<file path="config.mk">
export PLATFORM = sky130hd
export DESIGN_NAME = seg_scan_ctrl
export DESIGN_NICKNAME = d
export VERILOG_FILES = /design/src/rtl/seg_pkg.sv /design/src/rtl/seg_hex_decoder.sv /design/src/rtl/seg_scan_ctrl.sv
export SDC_FILE = /design/constraint.sdc
export NUM_CORES = 1
export LEC_CHECK = 0
export BUFFER_PORTS_ARGS = -buffer_cell sky130_fd_sc_hd__clkbuf_2
export CAP_MARGIN = 15
export CORE_ASPECT_RATIO = 0.7
export CORE_UTILIZATION = 30
export CTS_CLUSTER_SIZE = 40
export DETAILED_ROUTE_END_ITERATION = 6
export GPL_ROUTABILITY_DRIVEN = 0
export PLACE_DENSITY = 0.56
export SLEW_MARGIN = 20
export SYNTH_ARGS = -nofsm -noshare
export SYNTH_HDL_FRONTEND = slang
export SYNTH_HIERARCHICAL = 1
export SYNTH_SLANG_ARGS = --single-unit
</file>
<file path="constraint.sdc">
create_clock -name clk -period 3.4 [get_ports clk]
set_input_delay 0.17 -clock clk [delete_from_list [all_inputs] [get_ports clk]]
set_output_delay 0.17 -clock clk [all_outputs]
set_load 0.005 [all_outputs]
</file>
<file path="src/rtl/seg_pkg.sv">
// seg_pkg: shared segment constants and the active-low hex glyph table
package seg_pkg;
  localparam int SEG_A = 0;
  localparam int SEG_G = 6;
  localparam int SEG_W = SEG_G - SEG_A + 1;
  localparam logic [SEG_W-1:0] SEG_OFF = 7'h7F;
  localparam logic [15:0][SEG_W-1:0] HEX_SEG = {
    7'h0E, 7'h06, 7'h21, 7'h46, 7'h03, 7'h08, 7'h10, 7'h00,
    7'h78, 7'h02, 7'h12, 7'h19, 7'h30, 7'h24, 7'h79, 7'h40
  };
endpackage

</file>
<file path="src/rtl/seg_hex_decoder.sv">
// seg_hex_decoder: 4-bit nibble to active-low {g..a} segment pattern
module seg_hex_decoder
  import seg_pkg::*;
(
  input  logic [3:0]       nibble,
  output logic [SEG_W-1:0] seg
);
  assign seg[SEG_G:SEG_A] = HEX_SEG[nibble];
endmodule

</file>
<file path="src/rtl/seg_scan_ctrl.sv">
// seg_scan_ctrl: multiplexed 7-seg scanner with frame-aligned updates; SEG_LZ_BLANK_EN enables leading-zero blanking
module seg_scan_ctrl
  import seg_pkg::*;
#(
  parameter int DIGITS   = 8,
  parameter int SCAN_DIV = 20000
) (
  input  logic                  clk,
  input  logic                  rst_n,
  input  logic                  upd_valid,
  output logic                  upd_ready,
  input  logic [4*DIGITS-1:0]   upd_data,
  input  logic [DIGITS-1:0]     upd_dp,
  output logic [DIGITS-1:0]     digit_en,
  output logic [SEG_W-1:0]      seg,
  output logic                  seg_dp,
  output logic                  frame_tick
);
  localparam int IDX_W = DIGITS > 1 ? $clog2(DIGITS) : 1;
  localparam int PW    = $clog2(SCAN_DIV);
  logic [PW-1:0]         prescaler;
  logic [IDX_W-1:0]      idx;
  logic [4*DIGITS-1:0]   disp_data, pend_data;
  logic [DIGITS-1:0]     disp_dp, pend_dp;
  logic                  pend, tick, boundary, accept, blank;
  logic [SEG_W-1:0]      dec_seg;

  assign tick      = prescaler == PW'(SCAN_DIV - 1);
  assign boundary  = tick && idx == IDX_W'(DIGITS - 1);
  assign upd_ready = ~pend;
  assign accept    = upd_valid && upd_ready;

`ifdef SEG_LZ_BLANK_EN
  assign blank = idx != '0 && (disp_data >> (4 * idx)) == '0 && (disp_dp >> idx) == '0;
`else
  assign blank = 1'b0;
`endif

  seg_hex_decoder u_dec (
    .nibble (disp_data[4*idx +: 4]),
    .seg    (dec_seg)
  );

  // prescaler and digit index advance together; index wraps at the frame boundary
  always_ff @(posedge clk or negedge rst_n) begin
    if (!rst_n) begin
      prescaler <= '0;
      idx       <= '0;
    end else begin
      prescaler <= tick ? '0 : prescaler + 1'b1;
      idx       <= boundary ? '0 : tick ? idx + 1'b1 : idx;
    end
  end

  // updates are staged in pend and only reach the display at a frame boundary
  always_ff @(posedge clk or negedge rst_n) begin
    if (!rst_n) begin
      disp_data <= '0;
      disp_dp   <= '0;
      pend      <= 1'b0;
      pend_data <= '0;
      pend_dp   <= '0;
    end else if (boundary && pend) begin
      disp_data <= pend_data;
      disp_dp   <= pend_dp;
      pend      <= 1'b0;
    end else if (accept && boundary) begin
      disp_data <= upd_data;
      disp_dp   <= upd_dp;
    end else if (accept) begin
      pend_data <= upd_data;
      pend_dp   <= upd_dp;
      pend      <= 1'b1;
    end
  end

  // registered pin drivers, one cycle behind the index and display state
  always_ff @(posedge clk or negedge rst_n) begin
    if (!rst_n) begin
      digit_en   <= '1;
      seg        <= SEG_OFF;
      seg_dp     <= 1'b1;
      frame_tick <= 1'b0;
    end else begin
      digit_en   <= ~(DIGITS'(1) << idx);
      seg        <= blank ? SEG_OFF : dec_seg;
      seg_dp     <= ~disp_dp[idx];
      frame_tick <= boundary;
    end
  end
endmodule

</file>
-- Word-level counts from Yosys, hierarchy flattened
Memory sizes are Yosys's and may differ from the RTL's. A register that Yosys moved wholly into a read port is not among the register bits.
Cells that the tools add are included.
W data, S select, Z words.
- add/subtract/negate cells: 2
- magnitude comparators: 1
- equality and inequality tests: 3
- shift-type cells: 2
- multiplexer cells: 12
- bitwise operators: 5
- reduce and logical (&&, ||, !) cells: 10
- operator list (operator ; number):
    $mux W32 ; 2
    $shiftx A32 B6 Y4 ; 1
    $mux W8 ; 2
    $add A15 B1 Y15 const B ; 1
    $eq A15 B15 Y1 const B ; 1
    $mux W15 ; 1
    $not A8 Y8 ; 1
    $shl A1 B3 Y8 const A ; 1
    $mux W3 ; 2
    $reduce_bool A2 Y1 ; 3
    $logic_and A1 B1 Y1 ; 4
    $lt A3 B4 Y1 const B ; 1
    $mux W1 ; 4
    $not A1 Y1 ; 4
    $add A3 B1 Y3 const B ; 1
    $bmux W1 S3 ; 1
    $eq A3 B3 Y1 const B ; 1
    $reduce_and A3 Y1 ; 1
    $ne A2 B2 Y1 const B ; 1
    $reduce_and A2 Y1 ; 1
    $logic_not A1 Y1 ; 1
- bits in registers: 109
- memory bits (read-only): 112
- input port bits: 43
- memories kept: 1
- memories (memory ; depth ; width ; read ports ; clocked after memory_dff ; write ports ; RTL line ; source):
    (no name shown) ; 16 ; 7 ; 1 ; 1 ; 0 ; seg_hex_decoder.sv:8 ; assign seg[SEG_G:SEG_A] = HEX_SEG[nibble];

-- Logic depth before layout (Yosys ltp)
Gate-level depths: netlist of the first run.
- depth after elaboration: 5
- depth in mapped cells: 9

-- Hierarchy
The synthesis of the first run kept the hierarchy.
- by module, submodules not included (module ; instances ; cells each ; area an instance (sq um) ; seq. area each (sq um)):
    seg_scan_ctrl ; 1 ; 356 ; 5400.2 ; 2922.8
    seg_hex_decoder ; 1 ; 31 ; 261.5 ; 0.0

-- Worst setup path before layout of the first run
OpenSTA, ideal clock, no wires.
- kind: reg2reg
- start point: register idx[0]
- end point: register seg[3]
- setup time: 0.095 ns
- arrival: 2.427 ns
- required time: 3.305 ns
- slack: 0.878 ns
- cell stages (with the launch flop): 9
- path buffers: 1
- clock period less this slack: 2.522 ns
- path through: dfrtp_1 > buf_1 > mux4_2 > nand2_1 > nand2_1 > inv_1 > ha_1 > inv_1 > mux4_1
- word-level cells in the longest chain between the ends: 1
- RTL lines (item ; RTL line ; source):
    start, declared ; seg_scan_ctrl.sv:22 ; logic [IDX_W-1:0] idx;
    start signal, assigned ; seg_scan_ctrl.sv:51 ; idx <= boundary ? '0 : tick ? idx + 1'b1 : idx;
    $shiftx A32 B6 Y4 ; seg_scan_ctrl.sv:40 ; .nibble (disp_data[4*idx +: 4]),
    end, declared ; seg_scan_ctrl.sv:15 ; output logic [SEG_W-1:0] seg,
Every way passes these cells.
A chain may end at the register's enable or synchronous reset.

-- Worst setup path after layout of the first run
- start point: register prescaler[0]
- end point: register pend_data[14]
- word-level cells in the longest chain between the ends: 5
- elaborated cells on any way between the ends: 7
- RTL lines (item ; RTL line ; source):
    start, declared ; seg_scan_ctrl.sv:21 ; logic [PW-1:0] prescaler;
    start signal, assigned ; seg_scan_ctrl.sv:50 ; prescaler <= tick ? '0 : prescaler + 1'b1;
    $eq A15 B15 Y1 * ; seg_scan_ctrl.sv:28 ; assign tick = prescaler == PW'(SCAN_DIV - 1);
    $logic_and A1 B1 Y1 * ; seg_scan_ctrl.sv:29 ; assign boundary = tick && idx == IDX_W'(DIGITS - 1);
    $logic_and A1 B1 Y1 (on tied branches) ; seg_scan_ctrl.sv:67, seg_scan_ctrl.sv:63 ;
    $not A1 Y1 (no line) ; -- ;
    $reduce_and A3 Y1 (no line) * ; -- ;
    end signal, assigned ; seg_scan_ctrl.sv:71 ; pend_data <= upd_data;
    end, declared ; seg_scan_ctrl.sv:23 ; logic [4*DIGITS-1:0] disp_data, pend_data;
Mark *: on every way between the ends. The rest lies on a longest branch, timed or not.

==> impl_metrics.py, run 1 <==
metrics = {
    "sta": {
        "hold_ws_ns": 0.0172,
        "period_needed_ns": 2.81,
        "hold_viol": 0,
        "worst_slew_pin_slew_ns": 0.911,
        "slew_violations": 0,
        "rsz0062_at_grt": "no",
        "timing.fmax_mhz": 356,
        "slew-limit-headroom": 0.393,
        "setup_tns_ns": 0,
        "setup_viol": 0,
        "fin_skew_ns": 0.00523,
        "fin_crit_sh": 0.827,
        "worst_slack_ns": 0.589,
    },
    "synth": {
        "ys_top_cells_by_count": "dfrtp_1, mux2_2, mux2_4, nand2_1, dfstp_2",
        "ys.flop_type": "dfrtp_1",
        "ys_ff_latch": 116,
        "syn_area_per_cell_um2": 14.6,
        "yosysSeqAreaShare": 0.516,
        "synth_area_mm2": 0.00566,
        "synth_cell_types": 42,
        "synth_edf_count": 0,
        "synth_top_area_frac": 0.442,
        "yosysTopAreaCell": "dfrtp_1",
        "yosysWarnings": 6,
        "syn_nets": 444,
        "ys_async_sr_fraction": 1.00,
        "yosysMostFrequentCell": "dfrtp_1",
        "synth.area.top_cells": "dfrtp_1, mux2_2, mux2_4",
        "synth_cells": 387,
    },
    "global_route": {
        "antenna_found_initial": 0,
        "grt_pass1_wl_um": 19300,
        "first_global_vias": 3495,
        "grt-ovfl-total": 0,
        "grt_max_degree": 71,
        "track_usage": 0.130,
    },
    "cts": {
        "cts_buffers": 17,
        "cts_sinks": 116,
        "clk_pin_slew_worst_paths_ns": 0.06,
        "clockRootBuffer": "clkbuf_16",
        "clk_latency_ns": 0.40,
        "clockBufferDepth": 2,
        "htreeDepth": 4,
        "cts_tree": "built",
    },
    "finish": {
        "num-nets-final": 525,
        "area_growth_pct": 22.9,
        "drive_gt1_frac": 0.530,
        "n_antenna_cell": 0,
        "fin_cells": 717,
    },
    "die": {
        "chipHeight_um": 117,
        "coreArea_mm2": 0.0183,
        "start_util": 0.310,
        "num_io_pins": 61,
        "die_w_um": 166,
        "dieArea_mm2": 0.0194,
        "rows": 41,
    },
    "power": {
        "p_clk_frac": 0.546,
        "leakagePower_nw": 3.36,
        "ir_worst_vdd_v": 0.000212,
        "total_power_w": 0.00339,
        "powerDensity_mw_per_mm2": 487,
        "switchingPower_w": 0.000708,
        "p_comb_frac": 0.036,
        "switching_share": 0.209,
        "seq_power_share": 0.418,
        "internal_power_w": 0.00268,
    },
    "setup_path": {
        "crit_type": "flop to flop",
        "startpoint_type": "flop",
        "critical_path_required_ns": 3.69,
        "r2r_cells": 6,
        "end_kind": "flop",
        "critPathArrivalTime_ns": 3.10,
        "cp_max_fo": 27,
    },
    "route": {
        "ant_nets": 0,
        "drt-total-wl_um": 11500,
        "vias": 3294,
        "drt_pass1_iterations": 6,
        "viasPerCell": 4.59,
        "route.detailed.drc": 5,
        "drtIter0Drc": 190,
        "wl_per_cell_um": 16.1,
    },
    "place": {
        "place_ws_ns": 0.572,
        "dp_cells": 674,
        "io_buffers": 60,
        "place_hpwl_um": 7890,
    },
    "min_path": {
        "hp-class": "input pin to flop",
        "hold_depth": 2,
    },
    "run_status": {
        "outcome": "finished with violations",
        "violations": "DRC",
    },
    "job": {
        "drv_cap": 0,
    },
}
==> layout by cell type, fill, tap and decap left out, drive strengths merged, types with 5 or more instances in the layout <==
| master | count |
|---|---|
| o21ai | 9 |
| mux2 | 120 |
| ha | 14 |
| xor2 | 5 |
| nand2 | 23 |
| dfstp | 16 |
| xnor2 | 6 |
| nand3 | 6 |
| mux4 | 11 |
| inv | 12 |
| nor2 | 7 |
| nand4 | 5 |
| dlygate4sd3 | 11 |
| buf | 9 |
| dfrtp | 100 |
| mux2i | 6 |
| clkbuf | 79 |
| or3 | 5 |
==> through the flow <==
step | instance area [µm²] | util
after floorplan | 5660 | -
after global placement | 6230 | 0.341
after detailed placement | 6230 | 0.341
after CTS | 6920 | 0.379
after global routing | 6960 | 0.381
final | 6960 | 0.381
==> final timing paths <==
check / startpoint / end / slack [ns]
max: prescaler[0] / pend_data[14] / 0.59
min: upd_data[27] / pend_data[27] / 0.02
max reg2reg: prescaler[0] / pend_data[14] / 0.59
min reg2reg: pend_data[22] / pend_data[22] / 0.50
max in group asynchronous: rst_n / seg[1] / 2.12
min in group asynchronous: rst_n / disp_dp[0] / 0.44
==> critical path: stages, from the launching register on <==
cell,delay [ns]
dfrtp_1,0.40
ha_1,0.32
or4b_4,0.53
nor4_4,0.39
a211o_2,0.42
buf_12,0.25
mux2_2,0.35
==> repair_timing <==
| action | CTS | global route |
|---|---|---|
| hold endpoints to repair | 66 | 4 |
| hold buffers | 7 | 4 |
| setup buffers | 0 | 0 |
| resized for setup | 0 | 0 |
==> sequential cells by signal (all words and copies together) (netlist names), 3 cells and up <==
signal,count
pend_dp,8
idx,3
prescaler,15
disp_data,32
seg,7
disp_dp,8
digit_en,8
pend_data,32
==> kinds of logic after synthesis <==
kind of cell | count (synthesis) | share of synthesized area
mux | 137 | 0.320
flops | 116 | 0.516
compound gates | 17 | 0.0210
fa+ha+maj | 14 | 0.0309
xor+xnor | 11 | 0.0170
simple gates | 64 | 0.0648
buf+inv | 28 | 0.0298
==> routing by layer <==
metal / global-route usage / routed length, µm
met2: 0.194 / 4930
met5: 0 / 0
met4: 0.0411 / 61
met1: 0.182 / 5970
met3: 0.0407 / 566
==> cell type report <==
type / count / area [µm²]
Timing Repair Buffer: 79 / 510
Fill cell: 1721 / 11300
Clock buffer: 20 / 467
Clock inverter: 12 / 153
Sequential cell: 116 / 2920
Multi-Input combinational cell: 243 / 2570
Inverter: 11 / 41.3
Tap cell: 236 / 295
==> power by group through the flow <==
stage	registers, W	clock network [W]	logic [W]
after floorplan	0.00144	0	0.0000441
after global placement	0.00144	0	0.000114
after detailed placement	0.00144	0	0.000116
after CTS	0.00142	0.00188	0.000123
after global routing	0.00142	0.00196	0.000138
final	0.00142	0.00185	0.000122
Note: power is estimated with default switching activity, not from simulation.
==> inputs of run 2 (changes only) <==
==> constraint.sdc (replaced) <==
create_clock -name clk -period 2.7 [get_ports clk]
set_input_delay 0.135 -clock clk [delete_from_list [all_inputs] [get_ports clk]]
set_output_delay 0.135 -clock clk [all_outputs]
set_load 0.005 [all_outputs]
==> run 2 against run 1 <==
  * The run still ends with DRC left
  * Non-clock buffer count rose by 30
  * Critical path type unchanged
  * Setup slack got worse by 0.37 ns
  * Clock skew is 0.0028 ns higher
  * Sequential power is 26% higher
  * Global-route usage rose by 0.54 points
==> impl_metrics.py, run 2 (synthesized netlist as in run 1, its figures left out) <==
metrics = {
    "run_status": {
        "outcome": "finished with violations",
        "violations": "DRC",
    },
    "finish": {
        "multiInputGateArea_mm2": 0.00257,
        "final_area_mm2": 0.00725,
        "n_antenna_cell": 0,
        "final_common_cell": "dfrtp_1",
        "drive_gt1_frac": 0.501,
        "fillers": 1708,
        "num-nets-final": 555,
        "area_growth_pct": 28.0,
        "reg_top3": "disp_data (32), pend_data (32), prescaler (15)",
        "layout_common_cells": "dfrtp_1, mux2_2, clkbuf_2",
        "regArea_mm2": 0.00292,
    },
    "sta": {
        "slew_violations": 0,
        "rsz0062_at_grt": "no",
        "hold_viol": 0,
        "timing.fmax_mhz": 404,
        "worst_slew_pin_slew_ns": 0.745,
        "period_needed_ns": 2.48,
        "setup_viol": 0,
        "setup_tns_ns": 0,
        "slew-limit-headroom": 0.503,
        "fin_crit_sh": 0.917,
        "fin_skew_ns": 0.00806,
    },
    "global_route": {
        "grt_pass1_wl_um": 20000,
        "grt-ovfl-total": 0,
        "grt_max_degree": 55,
        "first_global_vias": 3760,
        "antenna_found_initial": 0,
        "track_usage": 0.136,
    },
    "power": {
        "leakagePower_nw": 3.50,
        "powerDensity_mw_per_mm2": 597,
        "total_power_w": 0.00433,
        "ir_worst_vdd_v": 0.000348,
    },
    "setup_path": {
        "startpoint": "prescaler[0]",
        "reg2reg_from": "prescaler[0]",
        "slowest_delay_ns": 0.49,
        "reg2reg_slack_ns": 0.22,
        "cp_max_fo": 13,
        "crit_type": "flop to flop",
        "crit_family": "simple AND/OR/NAND/NOR gates",
        "critPathArrivalTime_ns": 2.76,
        "timing.critical_path.buf_inv": 1,
        "r2r_cells": 6,
        "end_kind": "flop",
        "crit_chain": "ha_1 -> or4b_4 -> nor4_4 -> a211o_2 -> buf_4 -> mux2_2",
        "r2r-end": "pend_data[27]",
        "slowest_stage": "or4b_4",
        "startpoint_type": "flop",
        "cp_num_cells": 6,
        "critical_path_required_ns": 2.99,
    },
    "die": {
        "die_w_um": 166,
        "dieArea_mm2": 0.0194,
        "coreArea_mm2": 0.0183,
        "start_util": 0.310,
        "chipHeight_um": 117,
        "rows": 41,
        "num_io_pins": 61,
    },
    "route": {
        "drt_pass1_iterations": 7,
        "viasPerCell": 4.57,
        "drtIter0Drc": 156,
        "vias": 3414,
        "wl_per_cell_um": 16.1,
        "ant_nets": 0,
        "drt-total-wl_um": 12000,
        "route.detailed.drc": 5,
    },
    "cts": {
        "htreeDepth": 4,
        "cts_tree": "built",
        "clk_pin_slew_worst_paths_ns": 0.05,
        "clockBufferDepth": 2,
        "clockRootBuffer": "clkbuf_16",
        "cts_buffers": 17,
        "ctsResizeCount": 0,
        "clk_latency_ns": 0.40,
        "cts_sinks": 116,
    },
    "place": {
        "io_buffers": 60,
        "place_area_mm2": 0.00626,
        "place_hpwl_um": 8310,
    },
    "min_path": {
        "hp-class": "input pin to flop",
        "hold_depth": 2,
        "whs_endpoint": "pend_dp[6]",
        "worstHoldStart": "upd_dp[6]",
    },
    "job": {
        "drv_cap": 0,
    },
}
-- run 2: cell types whose count changed in the layout (fill, tap and decap cells not counted) --
cell and change:
clkinv_2 +2, dlygate4sd3_1 +26, bufinv_16 +1, clkinvlp_4 -4, inv_6 -1, clkbuf_8 -1, buf_4 +4, clkbuf_1 +3
-- run 2: worst reg2reg max path, delay by kind of cell (launching register included) --
family | cells | cell delay (ns)
fa+ha+maj | 1 | 0.19
mux | 1 | 0.37
compound gates | 1 | 0.24
simple gates | 2 | 0.92
flops | 1 | 0.41
buf+inv | 1 | 0.23
-- run 2: per-stage QoR --
step	hold slack (ns)	setup slack, ns	instances	utilization
floorplan	-0.161	0.178	387	-
global placement	0.240	0.291	678	0.343
detailed placement	0.241	0.228	678	0.343
CTS	0.000617	0.204	747	0.397
global route	0.00285	0.0492	747	0.397
finish	0.0133	0.223	747	0.397
-- run 2: worst max path at each step --
| stage | endpoint | slack, ns |
|---|---|---|
| floorplan | seg[3] | 0.18 |
| global placement | seg[3] | 0.29 |
| detailed placement | pend_data[27] | 0.23 |
| CTS | pend_dp[5] | 0.20 |
| global route | seg[4] | 0.05 |
| finish | pend_data[27] | 0.22 |
-- run 2: final cells by class --
type	instances	area share
Clock buffer	22	0.0640
Clock inverter	10	0.0212
Inverter	11	0.00570
Multi-Input combinational cell	243	0.355
Sequential cell	116	0.403
Tap cell	236	0.0407
Timing Repair Buffer	109	0.110
-- run 2: report_power, final --
part	leakage [nW]	switching, W	internal, W
logic	1.69	0.0000817	0.000106
clock network	0.308	0.000768	0.00159
registers	1.50	0.0000139	0.00177
-- run 2: per-layer routing --
layer / routed length [µm] / vias up / track usage / part of all wire
met1: 6200 / 1741 / 0.185 / 0.51
met4: 108 / 0 / 0.0523 / 0.0090
met2: 5390 / 50 / 0.213 / 0.45
met5: 0 / - / 0 / 0
met3: 347 / 12 / 0.0306 / 0.029
li1: - / 1611 / - / -
-- run 2: what timing repair did --
action                                 4_1_cts  5_1_grt
hold buffers                                37        0
setup buffers                                0        0
endpoints found under the hold margin       86        0
